`config.mk`:
```
export PLATFORM = sky130hd
export DESIGN_NAME = counter_snapshot_reader
export DESIGN_NICKNAME = d
export VERILOG_FILES = /design/src/rtl/counter_snapshot_reader.sv
export SDC_FILE = /design/constraint.sdc
export NUM_CORES = 1
export LEC_CHECK = 0
export ABC_CLOCK_PERIOD_IN_PS = 2600
export CAP_MARGIN = 20
export CORE_ASPECT_RATIO = 0.7
export CORE_UTILIZATION = 25
export CTS_BUF_LIST = sky130_fd_sc_hd__clkbuf_16
export CTS_CLUSTER_DIAMETER = 150
export CTS_CLUSTER_SIZE = 24
export DETAILED_ROUTE_END_ITERATION = 10
export SYNTH_ARGS = -nofsm -noshare
export SYNTH_HDL_FRONTEND = slang
export SYNTH_SLANG_ARGS = --single-unit
```
`constraint.sdc`:
```
create_clock -name clk -period 2.6 [get_ports clk]
set_clock_uncertainty 0.1 [all_clocks]
set_input_delay 0.39 -clock clk [delete_from_list [all_inputs] [get_ports clk]]
set_output_delay 0.39 -clock clk [all_outputs]
set_load 0.005 [all_outputs]
```
`src/rtl/counter_snapshot_reader.sv`:
```
// rtl/counter_snapshot_reader.sv - atomic 64-bit counter snapshot streamed out LS slice first
//
// Captures the live 64-bit count on snap_req and streams it as N = 64/W
// beats of W bits over a valid/ready interface, so a narrow consumer reads a
// consistent value with no tearing between slices.
//
// Ports:
//   clk        - clock, all logic on posedge
//   rst_n      - asynchronous active-low reset
//   count      - live counter value to sample
//   snap_req   - capture request, sampled each posedge
//   out_ready  - consumer accepts the current beat
//   out_valid  - current beat valid
//   out_data   - current W-bit slice (0 when out_valid is low)
//   out_last   - final beat of the snapshot
//   busy       - a snapshot is being streamed
//   overrun    - sticky: a request was dropped while busy
module counter_snapshot_reader #(
  parameter int W = 8
) (
  input  logic         clk,
  input  logic         rst_n,
  input  logic [63:0]  count,
  input  logic         snap_req,
  input  logic         out_ready,
  output logic         out_valid,
  output logic [W-1:0] out_data,
  output logic         out_last,
  output logic         busy,
  output logic         overrun
);

  localparam int N  = 64 / W;
  localparam int IW = $clog2(N);
  localparam logic [IW-1:0] LAST_IDX = IW'(N - 1);

  typedef enum logic {
    IDLE   = 1'b0,
    STREAM = 1'b1
  } state_t;

  state_t        state;
  logic [63:0]   snap;
  logic [IW-1:0] idx;
  logic          at_last;

  assign at_last = (idx == LAST_IDX);

  always_ff @(posedge clk or negedge rst_n) begin
    if (!rst_n) begin
      state   <= IDLE;
      snap    <= '0;
      idx     <= '0;
      overrun <= 1'b0;
    end else begin
      case (state)
        IDLE: begin
          if (snap_req) begin
            snap    <= count;
            idx     <= '0;
            overrun <= 1'b0;
            state   <= STREAM;
          end
        end
        STREAM: begin
          if (out_ready && at_last) begin
            // Last beat leaves this cycle: a request here is taken with no bubble.
            idx <= '0;
            if (snap_req) begin
              snap    <= count;
              overrun <= 1'b0;
            end else begin
              state <= IDLE;
            end
          end else begin
            if (out_ready) begin
              idx <= idx + IW'(1);
            end
            if (snap_req) begin
              overrun <= 1'b1;
            end
          end
        end
        default: state <= IDLE;
      endcase
    end
  end

  // Outputs are decoded purely from registered state, so nothing depends
  // combinationally on out_ready or snap_req.
  always_comb begin
    out_valid = (state == STREAM);
    busy      = (state == STREAM);
    out_last  = (state == STREAM) && at_last;
    out_data  = '0;
    if (state == STREAM) begin
      for (int i = 0; i < N; i++) begin
        if (idx == IW'(i)) begin
          out_data = snap[i*W +: W];
        end
      end
    end
  end

endmodule

```
==> summary.md, run 1 <==
| Metric | Value |
|---|---|
| Global Route Usage Sum | `between 10% and 20%` |
| Filler cells | `about 1300` |
| Placer Congestion | `approximately 0.90` |
| I/O Buffers | `79` |
| Gate Count Post-Synth | `roughly 270` |
| First-pass GRT wire length | `around 15 mm` |
| Initial core utilization | `about a quarter` |
| I/O pins | `80` |
| Final Hold Viols | `0` |
| WL per Instance | `approximately 17 um` |
| RSZ-0062 raised after global routing | `yes` |
| Seq/Total Area, Yosys | `about half` |
| Worst-Margin Slew | `just under 0.5 ns` |
| WS Path Type | `flop to output port` |
| Maxcap violations | `0` |
| Most frequent cells in the layout | `clkdlybuf4s50_1 (70), dfrtp_1 (67), mux2_4 (49)` |
| P_leak | `around 2.4 nW` |
| M1 GR Usage | `around 19%` |
| Num CTS Buffers | `9` |
| Tmin final | `2.57 ns` |
| Largest net degree at the start of global routing | `51` |
| Vias per Instance | `4.58` |
| Syn nets | `345` |
| Detailed-route via count | `roughly 2600` |
| Pwr/cell area | `between 1000 and 1500 mW/mm^2` |
| CORE AREA | `0.0134 mm^2` |
| Status | `finished clean` |
| Fin. max-slew vios | `0` |
| Clock Tree Root | `clkbuf_16` |
| Final ANT Viol Nets | `0` |
| Clk_lat worst skew | `roughly 0.34 ns` |
| Gr busiest metal | `met1` |
| DR iter-0 viols | `approximately 130` |
| M3 GR Usage | `between 5 and 6%` |
| Final setup vio count | `0` |
| Area Overhead vs Synth | `48.5%` |
| Synth warn | `0` |
| Share of cells above drive strength 1 | `41.1%` |
| Number of global-route vias before repair | `around 2600` |
| DR DRC count | `0` |
| Max Freq | `~0.39 GHz` |
| Post-DP HPWL | `between 6 and 7 mm` |
| Critical-path maximum fanout | `5` |
| Netlist cell types | `26` |
| Layout Nets | `~450` |
| CP startpoint kind | `flop` |
| CTS tree | `yes` |
| Total iterations of the first detailed-routing run | `4` |
| Clock Pin Slew Worst Setup and Hold Paths | `0.05 ns` |
| # placed instances | `538` |
| WL final | `between 9 and 10 mm` |
| Maximum vdd drop | `0.467 mV` |
| Syn Std Cell Area | `around 0.0035 mm^2` |
| Relative slew slack | `between 60% and 70%` |
| HP Class | `flop to flop` |
| Global route overflow | `0` |
| Syn avg cell area | `13.0 um^2` |
| Post-synth EDFFs | `0` |
| Post-route insts no fill | `between 500 and 600` |
| WP data required | `around 2.1 ns` |
| Fin crit share | `between 90% and 100%` |
| Clk sinks | `a little under 70` |
| Row cnt | `35` |
| TNS Setup | `0 ns` |
| Die width | `144 um` |
| CP Capture Type | `output port` |
| Flops & latches, synth | `69` |
| Arrival time of the worst setup path | `2.08 ns` |
| Initial antenna violation count | `0` |
| Main synth FF type | `dfrtp_1` |
| Most common cell after layout, fill and taps aside | `clkdlybuf4s50_1` |
| Antenna fix cells | `0` |
| Die Span Y | `roughly 100 um` |
| H-tree levels | `3` |
| GR Util met2 | `roughly a fifth` |
| Ys async rst share | `100%` |
| Longest Clk Path Bufs | `2` |
| Die Footprint | `between 0.01 and 0.015 mm^2` |
-- worst paths after layout --
path,depth (start not counted),endpoint,start,slack (ns)
setup reg to reg,9,snap[38],idx[1],0.32
max in group asynchronous,3,idx[2],rst_n,1.24
hold reg to reg,1,overrun,overrun,0.40
min in group asynchronous,2,snap[52],rst_n,0.43
hold / removal,1,overrun,overrun,0.40
setup / recovery,7,out_data[4],idx[0],0.03
-- registers in the layout, summed over array words and instances (netlist names) --
register / cells
idx: 3
snap: 64
busy: 1
overrun: 1
-- routing by layer --
metal	routed length [um]	share of wire, %
met2	4130	43
met1	4370	46
met5	0	0
met4	81	0.85
met3	1000	10
-- cell usage after synthesis (2+ instances only) --
master    count  area (um^2)
nor2_1        6         22.5
a311oi_1      8         70.1
clkbuf_1      2         7.51
inv_1        15         56.3
ha_1          6         75.1
a221oi_1      8         70.1
buf_2         8         40.0
mux2_4       49          736
buf_4         2         15.0
buf_6         7         78.8
and2_1        2         12.5
nand2_1      12         45.0
a21oi_1       5         25.0
mux2_2       15          169
a211oi_1      8         60.1
o21ai_0      16         80.1
a22o_1        8         70.1
a221o_1       3         30.0
dfrtp_1      69         1730
nor3_1        8         40.0
nand2b_1      9         56.3
-- through the flow --
| step | hold WS (ns) | util (%) | total power [W] | cell area [um^2] | worst slack [ns] |
|---|---|---|---|---|---|
| 2_1_floorplan | -0.00559 | - | 0.00335 | 3530 | 0.510 |
| 3_3_place_gp | 0.259 | 34.2 | 0.00429 | 4600 | -0.154 |
| 3_5_place_dp | 0.258 | 34.2 | 0.00434 | 4600 | -0.195 |
| 4_1_cts | 0.407 | 37.8 | 0.00582 | 5080 | -0.00201 |
| 5_1_grt | 0.414 | 38.9 | 0.00642 | 5240 | -0.0513 |
| 6_report | 0.398 | 38.9 | 0.00608 | 5240 | 0.0269 |
-- power by group --
group / switching, W / internal, W
Sequential: 0.000398 / 0.00159
Combinational: 0.00114 / 0.00168
Clock: 0.000443 / 0.000825
-- worst max-delay path, cell delays in order (launching register included) --
cell and delay (ns):
dfrtp_2 0.47, ha_4 0.19, buf_6 0.13, buf_6 0.12, a221o_1 0.32, a311oi_2 0.29, nor3_2 0.07, buf_2 0.15
-- area by class of cell --
class | count | area [um^2] | share of cell area [%]
tap | 185 | 231 | 4.42
inverter | 15 | 63.8 | 1.22
sequential | 69 | 1730 | 33.0
clock inverter | 7 | 82.6 | 1.58
timing repair buffer | 112 | 1060 | 20.2
multi-input combinational | 168 | 1840 | 35.2
clock buffer | 9 | 225 | 4.30
-- cell families (layout without fill, tap and decap cells) --
group / count (synthesis) / in the layout / synth area share (%)
adders and majority gates: 6 / 6 / 2.13
and+or+nand+nor: 39 / 39 / 5.39
AOI/OAI and AO/OA: 58 / 58 / 12.0
muxes: 65 / 65 / 25.9
DFF: 69 / 69 / 49.0
buffers and inverters: 34 / 143 / 5.60
-- timing repair --
| item | CTS | global route |
|---|---|---|
| endpoints found under the setup margin | 8 | 8 |
| setup buffers | 1 | 8 |
| pin swaps | 14 | 18 |
| gates cloned | 1 | 0 |
| endpoints found under the hold margin | 18 | 0 |
| resized for setup | 66 | 30 |
| hold buffers | 1 | 0 |
Power figures use the tool's default switching activity.
==> run 2: changes to the inputs <==
Settings changed: ABC_CLOCK_PERIOD_IN_PS 2600 to 3100, CORE_UTILIZATION 25 to 54, PLACE_DENSITY set to 0.85.
Clock period 2.6 ns to 3.1 ns, I/O delays scaled along.
==> run 2 against run 1 <==
  * The run now ends with setup timing left
  * Power fell by 25%
  * Wire length fell by 9.5%
  * Count of clock-buffer cells in the layout unchanged
  * Clock power down 32%
  * Sequential share of layout area up 3.9 points
  * Non-clock buffer count fell by 22
  * Utilization increased by 36 points
  * Critical path type unchanged
  * Highest routed layer unchanged
==> summary.md, run 2 (synthesized netlist as in run 1, its figures left out) <==
| Metric | Value |
|---|---|
| Row cnt | `24` |
| Largest register FFs | `64` |
| Critical-path maximum fanout | `11` |
| CP Capture Type | `output port` |
| Largest delay share family, worst path | `buffers and inverters` |
| Post-DP HPWL | `a little under 6 mm` |
| Failing checks | `setup timing` |
| Detailed-route via count | `2578` |
| Share of cells above drive strength 1 | `roughly 29%` |
| Filler cells | `404` |
| Area of the multi-input gates | `between 0.0015 and 0.002 mm^2` |
| Global Route Usage Sum | `26.2%` |
| Arrival time of the worst setup path | `between 2 and 3 ns` |
| R2R setup slack | `around 0.75 ns` |
| CP bufs+invs | `3` |
| Die Footprint | `just under 0.007 mm^2` |
| Clk sinks | `just under 70` |
| Initial core utilization | `around 56%` |
| Setup repair bufs after CTS | `0` |
| P_leak | `approximately 2.2 nW` |
| DR DRC count | `0` |
| Total iterations of the first detailed-routing run | `5` |
| Global route overflow | `0` |
| CORE AREA | `0.00628 mm^2` |
| Initial antenna violation count | `0` |
| Sequential cell area | `roughly 0.0017 mm^2` |
| Antenna fix cells | `0` |
| Die width | `roughly 99 um` |
| Final Hold Viols | `0` |
| Fin. max-slew vios | `0` |
| RSZ-0062 raised after global routing | `yes` |
| Relative slew slack | `just under 70%` |
| Maximum vdd drop | `between 0.3 and 0.4 mV` |
| WL final | `slightly below 9 mm` |
| Layout Nets | `between 400 and 500` |
| Critical path, cell by cell | `inv_1 -> ha_1 -> buf_4 -> o21ai_0 -> nand2_2 -> a311oi_1 -> nor3_1 -> clkdlybuf4s50_1` |
| Most frequent cells in the layout | `clkdlybuf4s50_1 (77), dfrtp_1 (68), mux2_4 (49)` |
| Slowest cell on crit path | `clkdlybuf4s50_1` |
| Max Freq | `approximately 0.32 GHz` |
| Final setup vio count | `1` |
| Reg2reg start | `idx[0]` |
| I/O pins | `80` |
| H-tree levels | `3` |
| Die Span Y | `roughly 70 um` |
| Worst path max stage delay | `0.46 ns` |
| Reg2Reg Depth | `7` |
| I/O Buffers | `79` |
| Top flop regs | `snap: 64 flops, idx: 3 flops` |
| Cell Area, Placed | `about 0.0044 mm^2` |
| Final hold slack | `between 0.3 and 0.4 ns` |
| Most common cell after layout, fill and taps aside | `clkdlybuf4s50_1` |
| CP startpoint kind | `flop` |
| Status | `finished with violations` |
| CTS tree | `yes` |
| Longest Clk Path Bufs | `2` |
| Vias per Instance | `5.95` |
| Clk_lat worst skew | `between 0.3 and 0.4 ns` |
| WL per Instance | `around 20 um` |
| WS Path Type | `flop to output port` |
| Pwr/cell area | `~970 mW/mm^2` |
| Number of global-route vias before repair | `2654` |
| Maxcap violations | `0` |
| Fin crit share | `100%` |
| DR iter-0 viols | `233` |
| First-pass GRT wire length | `approximately 13 mm` |
| Final worst slack | `-0.00205 ns` |
| Area Overhead vs Synth | `32.8%` |
| Placer Congestion | `0.915` |
| Final ANT Viol Nets | `0` |
| HP Class | `input pin to async pin` |
| Biggest register | `snap` |
| Clock Tree Root | `clkbuf_16` |
| Tmin final | `between 3 and 4 ns` |
| Worst-Margin Slew | `approximately 0.47 ns` |
| WP data required | `about 2.5 ns` |
| Post-route cell area | `around 0.0047 mm^2` |
| Critical R2R Capture | `snap[31]` |
| Clock Pin Slew Worst Setup and Hold Paths | `around 0.060 ns` |
| Largest net degree at the start of global routing | `39` |
| Num CTS Buffers | `9` |
[run 2: final cells by class]
class,instances,share of cell area (%)
clock buffer,9,4.81
clock inverter,4,0.427
inverter,15,1.20
multi-input combinational,168,35.4
sequential,69,36.9
tap,78,2.08
timing repair buffer,90,19.2
[run 2: worst max path at each step]
| stage | startpoint | cells past startpoint | slack (ns) | to |
|---|---|---|---|---|
| 2_1_floorplan | idx[0] | 6 | 0.93 | out_data[4] |
| 3_3_place_gp | idx[0] | 7 | 0.43 | out_data[7] |
| 3_5_place_dp | idx[0] | 7 | 0.36 | out_data[2] |
| 4_1_cts | idx[0] | 7 | 0.005 | out_data[1] |
| 5_1_grt | idx[1] | 8 | -0.07 | out_data[6] |
| 6_report | idx[1] | 8 | -0.002 | out_data[5] |
[run 2: repair_timing]
action | CTS | global route
pin swaps | 0 | 3
hold buffers | 1 | 0
endpoints found under the setup margin | 5 | 8
gates resized for setup | 6 | 15
hold endpoints to repair | 1 | 0
cloned | 0 | 0
[run 2: stage by stage]
stage               setup WS, ns  std cells  util, %  total power, W  setup TNS, ns
floorplan                  0.935        271        -         0.00281              0
global placement           0.433        419     69.5         0.00346              0
detailed placement         0.360        419     69.5         0.00352              0
CTS                      0.00538        433     73.8         0.00444              0
global route             -0.0654        433     74.6         0.00480         -0.330
finish                  -0.00205        433     74.6         0.00456       -0.00205
[run 2: power breakdown]
group | switching [W] | total, W | internal [W]
Combinational | 0.000820 | 0.00202 | 0.00120
Sequential | 0.000338 | 0.00167 | 0.00134
Clock | 0.000349 | 0.000868 | 0.000519
Total | 0.00151 | 0.00456 | 0.00306
[run 2: layer usage]
metal | track usage (%) | up-vias | wire length (um)
li1 | - | 1138 | -
met1 | 36.8 | 1252 | 3880
met2 | 38.7 | 163 | 3740
met3 | 9.48 | 25 | 817
met4 | 6.30 | 0 | 238
met5 | 0 | - | 0
==> run 3: changes to the inputs <==
Settings changed: GPL_TIMING_DRIVEN set to 1.
==> results of run 3 <==
No change in the layout: final DEF, timing and power equal those of run 2.
